## src/rtl/noc_pkg.sv

```systemverilog
// rtl/noc_pkg.sv - shared packet layout, port codes and handshake states for the router input stage
package noc_pkg;
    localparam int PKT_W       = 55;
    localparam int ROUTE_HOP_W = 3;
    localparam int ROUTE_MSB   = 54;
    localparam int ROUTE_LSB   = 25;
    localparam int HOP0_LSB    = 52;
    localparam int PKTID_MSB   = 24;
    localparam int PKTID_LSB   = 15;
    localparam int MODID_MSB   = 14;
    localparam int MODID_LSB   = 9;
    localparam int PAYLOAD_MSB = 8;

    localparam logic [ROUTE_HOP_W-1:0] PORT_LOCAL = 3'd0;
    localparam logic [ROUTE_HOP_W-1:0] PORT_N     = 3'd1;
    localparam logic [ROUTE_HOP_W-1:0] PORT_E     = 3'd2;
    localparam logic [ROUTE_HOP_W-1:0] PORT_S     = 3'd3;
    localparam logic [ROUTE_HOP_W-1:0] PORT_W     = 3'd4;

    typedef enum logic [1:0] {
        HS_IDLE,
        HS_GRANT,
        HS_RELEASE
    } hs_state_t;

    function automatic logic port_code_valid(input logic [ROUTE_HOP_W-1:0] code);
        return code <= PORT_W;
    endfunction
endpackage

```

## src/rtl/noc_sync_fifo.sv

```systemverilog
// rtl/noc_sync_fifo.sv - synchronous FIFO with combinational head read and occupancy count
module noc_sync_fifo #(
    parameter int WIDTH = 55,
    parameter int DEPTH = 4
) (
    input  logic                         i_clk,
    input  logic                         i_reset,
    input  logic                         i_push,
    input  logic [WIDTH-1:0]             i_data,
    input  logic                         i_pop,
    output logic [WIDTH-1:0]             o_data,
    output logic [$clog2(DEPTH+1)-1:0]   o_count,
    output logic                         o_full,
    output logic                         o_empty
);
    localparam int AW = $clog2(DEPTH);
    localparam int CW = $clog2(DEPTH+1);

    logic [WIDTH-1:0] r_mem [DEPTH];
    logic [AW-1:0]    r_wr_ptr;
    logic [AW-1:0]    r_rd_ptr;
    logic [CW-1:0]    r_count;
    logic             w_do_push;
    logic             w_do_pop;

    assign o_full    = (r_count == CW'(DEPTH));
    assign o_empty   = (r_count == '0);
    assign o_count   = r_count;
    assign o_data    = r_mem[r_rd_ptr];
    assign w_do_push = i_push && !o_full;
    assign w_do_pop  = i_pop && !o_empty;

    // DEPTH is a power of two, so pointer overflow is the modulo wrap
    always_ff @(posedge i_clk or negedge i_reset) begin
        if (!i_reset) begin
            r_wr_ptr <= '0;
            r_rd_ptr <= '0;
            r_count  <= '0;
        end else begin
            if (w_do_push) r_wr_ptr <= r_wr_ptr + 1'b1;
            if (w_do_pop)  r_rd_ptr <= r_rd_ptr + 1'b1;
            case ({w_do_push, w_do_pop})
                2'b10:   r_count <= r_count + 1'b1;
                2'b01:   r_count <= r_count - 1'b1;
                default: r_count <= r_count;
            endcase
        end
    end

    always_ff @(posedge i_clk) begin
        if (w_do_push) r_mem[r_wr_ptr] <= i_data;
    end
endmodule

```

## src/rtl/local_inport_buffer.sv

```systemverilog
// rtl/local_inport_buffer.sv - PE injector handshake, packet FIFO and first-hop decode toward the switch
module local_inport_buffer
    import noc_pkg::*;
#(
    parameter int          DEPTH       = 4,
    parameter int          packetwidth = PKT_W,
    parameter logic [5:0]  routerID    = 6'b000_000
) (
    input  logic                   clk,
    input  logic                   reset,
    input  logic                   ReqUpStr,
    output logic                   GntUpStr,
    output logic                   UpStrFull,
    input  logic [packetwidth-1:0] PacketIn,
    output logic                   OutValid,
    input  logic                   OutReady,
    output logic [2:0]             OutPort,
    output logic [packetwidth-1:0] OutPacket,
    output logic [7:0]             DropCount
);
    localparam int CW = $clog2(DEPTH+1);

    hs_state_t              r_state;
    hs_state_t              w_state_next;
    logic                   w_push;
    logic                   w_pop;
    logic                   w_drop;
    logic                   w_code_ok;
    logic [packetwidth-1:0] w_head;
    logic [CW-1:0]          w_count;
    logic                   w_fifo_full;
    logic                   w_fifo_empty;
    logic [2:0]             w_hop;
    logic                   r_full;
    logic [7:0]             r_drop_count;
    logic                   w_unused_router_id;

    noc_sync_fifo #(.WIDTH(packetwidth), .DEPTH(DEPTH)) u_fifo (
        .i_clk   (clk),
        .i_reset (reset),
        .i_push  (w_push),
        .i_data  (PacketIn),
        .i_pop   (w_pop),
        .o_data  (w_head),
        .o_count (w_count),
        .o_full  (w_fifo_full),
        .o_empty (w_fifo_empty)
    );

    always_ff @(posedge clk or negedge reset) begin
        if (!reset) r_state <= HS_IDLE;
        else        r_state <= w_state_next;
    end

    // Grant is gated by the registered count, so a same-cycle pop cannot open a slot early
    always_comb begin
        w_state_next = r_state;
        w_push       = 1'b0;
        case (r_state)
            HS_IDLE:    if (ReqUpStr && !w_fifo_full) w_state_next = HS_GRANT;
            HS_GRANT: begin
                w_push       = 1'b1;
                w_state_next = HS_RELEASE;
            end
            HS_RELEASE: if (!ReqUpStr) w_state_next = HS_IDLE;
            default:    w_state_next = HS_IDLE;
        endcase
    end

    assign GntUpStr = (r_state == HS_GRANT);

    assign w_hop     = w_head[packetwidth-1 -: ROUTE_HOP_W];
    assign w_code_ok = port_code_valid(w_hop);
    assign OutValid  = !w_fifo_empty && w_code_ok;
    assign w_drop    = !w_fifo_empty && !w_code_ok;
    assign w_pop     = (OutValid && OutReady) || w_drop;
    assign OutPort   = w_fifo_empty ? 3'b000 : w_hop;
    assign OutPacket = w_fifo_empty ? '0
                     : {w_head[packetwidth-ROUTE_HOP_W-1:ROUTE_LSB], 3'b000, w_head[ROUTE_LSB-1:0]};

    always_ff @(posedge clk or negedge reset) begin
        if (!reset) begin
            r_full       <= 1'b0;
            r_drop_count <= 8'd0;
        end else begin
            r_full <= (w_count == CW'(DEPTH));
            if (w_drop && r_drop_count != 8'hFF) r_drop_count <= r_drop_count + 8'd1;
        end
    end

    assign UpStrFull = r_full;
    assign DropCount = r_drop_count;

    assign w_unused_router_id = ^routerID;
endmodule

```

## config.mk

```make
export PLATFORM = sky130hd
export DESIGN_NAME = local_inport_buffer
export DESIGN_NICKNAME = d
export VERILOG_FILES = /design/src/rtl/noc_pkg.sv /design/src/rtl/noc_sync_fifo.sv /design/src/rtl/local_inport_buffer.sv
export SDC_FILE = /design/constraint.sdc
export NUM_CORES = 1
export LEC_CHECK = 0
export BUFFER_PORTS_ARGS = -buffer_cell sky130_fd_sc_hd__buf_2
export CORE_ASPECT_RATIO = 1.4
export CORE_UTILIZATION = 48
export DETAILED_ROUTE_END_ITERATION = 10
export HOLD_SLACK_MARGIN = 0.02
export PLACE_DENSITY = 0.75
export SLEW_MARGIN = 0
export SYNTH_ARGS = -nofsm -noshare
export SYNTH_HDL_FRONTEND = slang
export SYNTH_SLANG_ARGS = --single-unit
export TNS_END_PERCENT = 100
```

## constraint.sdc

```tcl
create_clock -name clk -period 5.4 [get_ports clk]
set_clock_uncertainty 0.2 [all_clocks]
set_input_delay 0.27 -clock clk [delete_from_list [all_inputs] [get_ports clk]]
set_output_delay 0.27 -clock clk [all_outputs]
set_load 0.03 [all_outputs]
```

# --- Yosys cells after proc, flatten, opt, wreduce, memory -nomap -nowiden ---
# Memory sizes are Yosys's and may differ from the RTL's.
# Cells that the tools add are included.
# W data, S select, Z words.
op_classes:
  n_eq_ne: 8
  addsub: 5
  n_mux: 9
  magnitude_cmp: 1
  n_reduce_logical: 15
op_table:
  columns: ["operator", "count"]
  rows:
  - ["$mux W55", 1]
  - ["$add A8 B1 Y8 const B", 1]
  - ["$ne A8 B8 Y1 const B", 1]
  - ["$logic_and A1 B1 Y1", 7]
  - ["$pmux W2 S3", 1]
  - ["$pmux W3 S2", 1]
  - ["$add A2 B1 Y2 const B", 2]
  - ["$eq A2 B1 Y1 const B", 2]
  - ["$eq A2 B2 Y1 const B", 2]
  - ["$mux W2", 2]
  - ["$ne A2 B2 Y1 const B", 2]
  - ["$add A3 B1 Y3 const B", 1]
  - ["$eq A3 B3 Y1 const B", 1]
  - ["$le A3 B3 Y1 const B", 1]
  - ["$logic_not A1 Y1", 3]
  - ["$logic_not A3 Y1", 1]
  - ["$mux W1", 3]
  - ["$mux W3", 1]
  - ["$sub A3 B1 Y3 const B", 1]
  - ["$logic_not A2 Y1", 1]
  - ["$reduce_and A2 Y1", 1]
  - ["$reduce_bool A2 Y1", 1]
  - ["$logic_or A1 B1 Y1", 1]
word_totals:
  reg_bits: 18
  input_bits: 59
  elab_cells: 45
  output_inout_bits: 69
  memories: 1
  ram_bits: 220
mem_list:
  columns: ["memory", "words", "word_bits", "read_ports", "rd_ports_with_merged_regs", "write_ports", "line", "text"]
  rows:
  - ["u_fifo.r_mem", 4, 55, 1, 0, 1, "noc_sync_fifo.sv:19", "logic [WIDTH-1:0] r_mem [DEPTH];"]

# --- Logic depth before layout (Yosys ltp) ---
# Gate-level depths: netlist of the first run.
logic_depth:
  word_depth: 8
  depth_mapped: 11
  depth_no_buf: 10

# --- Cells and area by module ---
# From an unflattened synthesis of the first run, not the netlist that was laid out.
unflattened:
  hier_cells: 441
  hier_area_um2: 9325.2
by_module_without_submodules:
  columns: ["mod", "instances", "cells_each", "seq_area_each_um2", "area_each_um2"]
  rows:
  - ["noc_sync_fifo", 1, 324, 6781.5, 8355.5]
  - ["local_inport_buffer", 1, 117, 275.3, 969.7]

# --- Worst setup path after synthesis of the first run ---
# OpenSTA, ideal clock, no wires.
synth_path:
  path_kind: "reg2reg"
  startpoint: "reg r_state[1]"
  endpoint: "mem u_fifo.r_mem[0][0], enable pin"
  setup_ns: 0.418
  t_required_ns: 4.782
  arrival_ns: 2.626
  slack_ns: 2.156
  n_path_buf: 0
  path_stages_with_launch: 4
  period_less_slack_ns: 3.244
  cell_sequence: "dfrtp_1 > nor2b_1 > nor2b_1 > and2_1"
synth_via:
  elab_chain_cells: 5
synth_lines:
  columns: ["element", "line", "text"]
  rows:
  - ["from (decl)", "local_inport_buffer.sv:23", "hs_state_t r_state;"]
  - ["from (signal assigned)", "local_inport_buffer.sv:52", "else r_state <= w_state_next;"]
  - ["$eq A2 B1 Y1", null, null]
  - ["named net GntUpStr", "local_inport_buffer.sv:12", "output logic GntUpStr,"]
  - ["$mux W1", "local_inport_buffer.sv:59", "case (r_state)"]
  - ["$logic_and A1 B1 Y1", "noc_sync_fifo.sv:30", "assign w_do_push = i_push && !o_full;"]
  - ["$mux W1", "noc_sync_fifo.sv:51", "if (w_do_push) r_mem[r_wr_ptr] <= i_data;"]
  - ["$mux W1 (not written as such)", "noc_sync_fifo.sv:51", null]
  - ["to (decl)", "noc_sync_fifo.sv:19", null]
# The timed path passes the listed nets, and every way through them passes these cells.

# --- Final worst setup path of the first run ---
layout_path:
  startpoint: "reg u_fifo.r_rd_ptr[0]"
  endpoint: "out OutPacket[0]"
layout_via:
  elab_chain_cells: 2
layout_lines:
  columns: ["element", "line", "text"]
  rows:
  - ["from (decl)", "noc_sync_fifo.sv:21", "logic [AW-1:0] r_rd_ptr;"]
  - ["from (signal assigned)", "noc_sync_fifo.sv:41", "if (w_do_pop) r_rd_ptr <= r_rd_ptr + 1'b1;"]
  - ["$mem_v2 Z4 W55", null, null]
  - ["$mux W55", "local_inport_buffer.sv:78", "assign OutPacket = w_fifo_empty ? '0"]
  - ["to (decl)", "local_inport_buffer.sv:18", "output logic [packetwidth-1:0] OutPacket,"]
# No other way between the ends.

==> results.sh, run 1 <==
export IMPL_outcome="finished, final reports clean"
export IMPL_placed_cells=787
export IMPL_drcViolationCount=0
export IMPL_reg2reg_to="u_fifo.r_mem[1][30]"
export IMPL_antenna_left=0
export IMPL_slew_viol_final=0
export IMPL_clock_sinks=238
export IMPL_grt_pass1_wl_um=28770
export IMPL_path_class="reg2out"
export IMPL_ys_top_cells_by_area="edfxtp_1 71%, mux4_2 13%, dfrtp_1 4.9%, and2_1 4.0%, xor2_1 0.85%"
export IMPL_synth_seq_cells=238
export IMPL_rsz0062_at_grt="no"
export IMPL_power_switching_w=0.002334
export IMPL_final_cells=885
export IMPL_grt_start_max_net_pins=59
export IMPL_synth_compound_area_share_pct=0.4467
export IMPL_switching_share_pct=35.48
export IMPL_clk_pin_slew_ps=60
export IMPL_syn2layout_area_growth_pct=24.06
export IMPL_wl_per_cell_um=20.46
export IMPL_dieArea_um2=19820
export IMPL_hold_viol_final=0
export IMPL_synth_area_um2=9243
export IMPL_clock_latency_ps=500
export IMPL_relSlewSlack_pct=23.13
export IMPL_synth_top_family_by_area="multiplexers"
export IMPL_die_h_um=166.2
export IMPL_crit_path_end_kind="primary output"
export IMPL_fin_setup_tns_ps=0
export IMPL_multi_input_area_um2=2068
export IMPL_gp_congestion=0.7616
export IMPL_synth_xor_xnor_area_share_pct=1.232
export IMPL_p_comb_share_pct=37.2
export IMPL_cts_root_buffer="clkbuf_16"
export IMPL_grt_pass1_vias=5129
export IMPL_cp_data_required_time_ps=4930
export IMPL_overflow=0
export IMPL_start_kind="flop"
export IMPL_syn_inst=432
export IMPL_core_area_um2=18750
export IMPL_vias=4707
export IMPL_drt_initial_drc_count=264
export IMPL_synthSimpleGateAreaFrac_pct=5.645
export IMPL_synthAdderAreaFrac_pct=1.029
export IMPL_yosys_cell_types_count=38
export IMPL_antenna_found_initial=0
export IMPL_p_seq_share_pct=38.2
export IMPL_yosysMostFrequentCell="edfxtp_1"
export IMPL_p_per_area_nw_per_um2=573.7
export IMPL_hp_class="in2async"
export IMPL_arrival_ps=2890
export IMPL_initial_core_util_pct=49.29
export IMPL_worst_r2r_setup_slack_ps=2370
export IMPL_worst_slew_pin_slew_ps=1153
export IMPL_synthArstFlopShare_pct=7.563
export IMPL_dr_pass1_iters=4
export IMPL_synth_main_ff_cell="edfxtp_1"
export IMPL_dieWidth_um=119.3
export IMPL_rows=59
export IMPL_viasPerCell=5.319
export IMPL_yosysWarnings=0
export IMPL_port_buffers=124
export IMPL_place_hpwl_um=10790
export IMPL_num_fill_cells=1326
export IMPL_max_freq_mhz=297.2
export IMPL_synth_edff_count=220
export IMPL_p_clk_share_pct=24.6
export IMPL_r2r_start="u_fifo.o_count[0]"
export IMPL_ys_seq_area_share_pct=76.35
export IMPL_ir_worst_vdd_v=0.0003235
export IMPL_post_route_min_period_ps=3365
export IMPL_power_leakage_nw=4.091
export IMPL_n_antenna_cell=0
export IMPL_worstPathMaxFanout=33
export IMPL_io_pins=128
export IMPL_final_nets=692
export IMPL_cts_buffers=23
export IMPL_cts_tree="built"
export IMPL_synth_top_area_share_pct=71.48
export IMPL_synthMuxAreaShare_pct=13.84
export IMPL_clock_path_buffers=3
export IMPL_synth_largest_area_cell="edfxtp_1"
export IMPL_finalSetupViolCount=0
export IMPL_routed_wl_um=18100
export IMPL_fin_crit_sh_pct=62.31
export IMPL_htree_levels=1
export IMPL_drv_cap=0
export IMPL_fin_util_pct=61.15
export IMPL_synth_avg_cell_area_um2=21.39
export IMPL_worstRegToRegCells=5
export IMPL_internal_power_w=0.004245
export IMPL_ff_latch_area_um2=7062
export IMPL_grtUsageTotal_pct=19.11
export IMPL_synthTopCellsByCount="220 x edfxtp_1, 59 x and2_1, 54 x mux4_2"
export IMPL_cts_setup_buffers=0
export IMPL_layout_drive_gt1_share_pct=36.19
==> flip-flops by register name, summed over array words and instances, names as in the netlist <==
name and count:
u_fifo.r_mem 220, DropCount 8, u_fifo.o_count 3, r_state 2, u_fifo.r_rd_ptr 2, u_fifo.r_wr_ptr 2
UpStrFull 1
==> critical path: stages (launching register included) <==
cell     delay [ps]
dfrtp_4         750
buf_4           640
mux4_2          600
and2_1          190
buf_2           190
==> timing repair <==
| item | in CTS | in global routing |
|---|---|---|
| hold buffers | 58 | 0 |
| endpoints found under the hold margin | 242 | 0 |
| resized for setup | 0 | 0 |
==> cell families after synthesis <==
group / after synthesis
muxes: 58
and+or+nand+nor: 83
xor gates and xnor gates: 13
DFF: 238
buffers and inverters: 28
AOI/OAI and AO/OA: 4
other: 1
adders and majority gates: 7
==> metrics by stage <==
step	hold WS (ps)	total power, W	instance area (um^2)	worst slack, ps
6_report	45.88	0.006578	11470	2035
5_1_grt	61.80	0.006868	11470	1826
4_1_cts	30.66	0.006654	11470	1941
3_5_place_dp	29.71	0.004997	10130	2315
3_3_place_gp	15.55	0.004921	10130	2427
2_1_floorplan	-225.6	0.004314	9250	2156
==> metal layers <==
metal	routed length, um	track usage [%]	up-vias	part of all wire [%]
met1	7038	23.40	2430	39
met5	0	0	-	0
met4	336	6.219	0	1.9
met3	807	2.885	28	4.5
met2	9923	34.45	146	55
li1	-	-	2103	-
==> cells in the final DEF (no fill, tap or decap), types with 4 or more instances in the layout <==
master and n:
and2_1 55, and2_2 4, buf_2 124, buf_4 6, bufinv_16 4, clkbuf_16 23
clkinv_1 5, dfrtp_1 16, dlygate4sd3_1 58, edfxtp_1 220, ha_1 6, inv_1 7
mux4_2 54, xnor2_1 4, xor2_1 9
==> layout make-up <==
type | instances | share of cell area, %
Clock buffer | 25 | 5.085
Clock inverter | 15 | 1.528
Inverter | 7 | 0.2292
Multi-Input combinational cell | 168 | 18.04
Sequential cell | 238 | 61.59
Tap cell | 244 | 2.663
Timing Repair Buffer | 188 | 10.87
==> power groups by stage <==
stage                     Clock (W)  Sequential [W]  Combinational, W
after floorplan                   0         0.00248           0.00183
after global placement            0         0.00253           0.00239
after detailed placement          0         0.00256           0.00244
after CTS                   0.00165         0.00252           0.00249
after global routing        0.00171         0.00255           0.00260
final                       0.00162         0.00252           0.00244
==> worst max path at each step <==
stage / start / to / slack, ps / depth (start not counted)
3_5_place_dp: u_fifo.o_count[0] / u_fifo.r_mem[1][28] / 2320 / 5
6_report: u_fifo.r_rd_ptr[0] / OutPacket[0] / 2040 / 4
3_3_place_gp: u_fifo.r_rd_ptr[0] / u_fifo.o_count[2] / 2430 / 10
2_1_floorplan: r_state[1] / u_fifo.r_mem[0][0] / 2160 / 3
4_1_cts: u_fifo.r_rd_ptr[0] / OutPacket[30] / 1940 / 4
5_1_grt: u_fifo.r_rd_ptr[0] / OutPacket[0] / 1830 / 4
(Power assumes the default switching activity.)
==> run 2, diff against run 1 <==
==> constraint.sdc (replaced) <==
create_clock -name clk -period 3.3 [get_ports clk]
set_clock_uncertainty 0.2 [all_clocks]
set_input_delay 0.165 -clock clk [delete_from_list [all_inputs] [get_ports clk]]
set_output_delay 0.165 -clock clk [all_outputs]
set_load 0.03 [all_outputs]
==> results.sh, run 2 (synthesized netlist as in run 1, its figures left out) <==
export IMPL_antenna_found_initial=0
export IMPL_relSlewSlack_pct=44.12
export IMPL_fin_util_pct=61.40
export IMPL_cp_data_required_time_ps=2930
export IMPL_worstRegToRegCells=10
export IMPL_antenna_left=0
export IMPL_arrival_ps=2310
export IMPL_gp_congestion=0.7546
export IMPL_use_met3_pct=2.782
export IMPL_start_kind="flop"
export IMPL_min_to="u_fifo.r_mem[2][29]"
export IMPL_port_buffers=124
export IMPL_final_common_cell="edfxtp_1"
export IMPL_reg2reg_to="u_fifo.o_count[2]"
export IMPL_dieWidth_um=119.3
export IMPL_worst_r2r_setup_slack_ps=690
export IMPL_overflow=0
export IMPL_outcome="finished, final reports clean"
export IMPL_holdWs_ps=204.1
export IMPL_holdCritStartpoint="PacketIn[29]"
export IMPL_slew_viol_final=0
export IMPL_layout_drive_gt1_share_pct=36.27
export IMPL_die_h_um=166.2
export IMPL_n_antenna_cell=0
export IMPL_cts_buffers=23
export IMPL_met1_usage_pct=21.54
export IMPL_grt_pass1_wl_um=27040
export IMPL_worst_slew_pin_slew_ps=835.5
export IMPL_fin_total_pwr_w=0.01060
export IMPL_clock_path_buffers=3
export IMPL_wl_per_cell_um=19.05
export IMPL_regMostFlops="u_fifo.r_mem"
export IMPL_use_met2_pct=31.93
export IMPL_vias=4735
export IMPL_max_freq_mhz=374.3
export IMPL_power_leakage_nw=4.107
export IMPL_cts_root_buffer="clkbuf_16"
export IMPL_grt_start_max_net_pins=58
export IMPL_viasPerCell=5.308
export IMPL_final_nets=697
export IMPL_hold_path_depth=2
export IMPL_core_area_um2=18750
export IMPL_rows=59
export IMPL_finalSetupViolCount=0
export IMPL_top_usage_layer="met2"
export IMPL_cts_setup_buffers=0
export IMPL_drt_initial_drc_count=266
export IMPL_p_per_area_nw_per_um2=920.5
export IMPL_place_hpwl_um=9635
export IMPL_initial_core_util_pct=49.29
export IMPL_fin_crit_sh_pct=80.96
export IMPL_ir_worst_vdd_v=0.0005704
export IMPL_clock_latency_ps=510
export IMPL_r2r_start="u_fifo.r_rd_ptr[0]"
export IMPL_grtUsageTotal_pct=17.78
export IMPL_routed_wl_um=17000
export IMPL_post_route_min_period_ps=2672
export IMPL_rsz0062_at_grt="no"
export IMPL_syn2layout_area_growth_pct=24.56
export IMPL_drcViolationCount=0
export IMPL_crit_path_end_kind="primary output"
export IMPL_fin_setup_tns_ps=0
export IMPL_largest_register_ff_count=220
export IMPL_cts_tree="built"
export IMPL_worstPathMaxFanout=22
export IMPL_path_class="reg2out"
export IMPL_htree_levels=1
export IMPL_grt_pass1_vias=5115
export IMPL_hp_class="in2reg"
export IMPL_layout_common_cells="220 x edfxtp_1, 124 x buf_2, 59 x dlygate4sd3_1"
export IMPL_dieArea_um2=19820
export IMPL_io_pins=128
export IMPL_hold_viol_final=0
export IMPL_drv_cap=0
export IMPL_clock_sinks=238
export IMPL_dr_pass1_iters=4
export IMPL_clk_pin_slew_ps=60
[run 2: cell count changes in the layout (fill, tap and decap cells not counted), sizes merged]
cell / previous run / this run
dlygate4sd3: 58 / 59
buf: 130 / 134
clkinv: 8 / 9
clkbuf: 25 / 29
clkinvlp: 2 / 1
bufinv: 4 / 2
[run 2: through the flow]
stage                     instance area (um^2)  setup slack (ps)  cells
after floorplan                           9250             56.02    434
after global placement                   10210             706.6    791
after detailed placement                 10210             671.8    791
after CTS                                11510             548.8    892
after global routing                     11510             485.4    892
final                                    11510             628.2    892
[run 2: metal layers]
metal,routed length [um],vias up
met3,780,34
met4,415,0
li1,-,2117
met2,9124,141
met1,6676,2443
met5,0,-
[run 2: critical path, cell delays in order (launching register included)]
cell,delay (ps)
dfrtp_4,460
buf_4,410
mux4_2,560
and2_1,190
buf_2,180
[run 2: worst max path at each step]
| stage | cells past startpoint | slack, ps | from | end |
|---|---|---|---|---|
| finish | 4 | 630 | u_fifo.r_rd_ptr[0] | OutPacket[21] |
| global route | 4 | 490 | u_fifo.r_rd_ptr[0] | OutPacket[21] |
| CTS | 4 | 550 | u_fifo.r_rd_ptr[0] | OutPacket[21] |
| detailed placement | 10 | 670 | u_fifo.r_rd_ptr[0] | u_fifo.o_count[2] |
| global placement | 10 | 710 | u_fifo.r_rd_ptr[0] | u_fifo.o_count[2] |
| floorplan | 3 | 60 | r_state[1] | u_fifo.r_mem[2][0] |
[run 2: timing repair]
action	4_1_cts	5_1_grt
resized for setup	0	0
hold endpoints to repair	242	0
hold buffers	59	0
[run 2: power breakdown]
group / total [W] / internal, W / switching (W)
clock network: 0.00248 / 0.00144 / 0.00104
registers: 0.00397 / 0.00379 / 0.000181
logic: 0.00414 / 0.00161 / 0.00253
[run 2: cell type report]
class,instances,area (um^2)
Clock buffer,29,598.1
Inverter,7,26.28
Clock inverter,13,116.4
Timing Repair Buffer,193,1336
Fill cell,1357,7238
Multi-Input combinational cell,168,2068
Sequential cell,238,7062
Tap cell,244,305.3
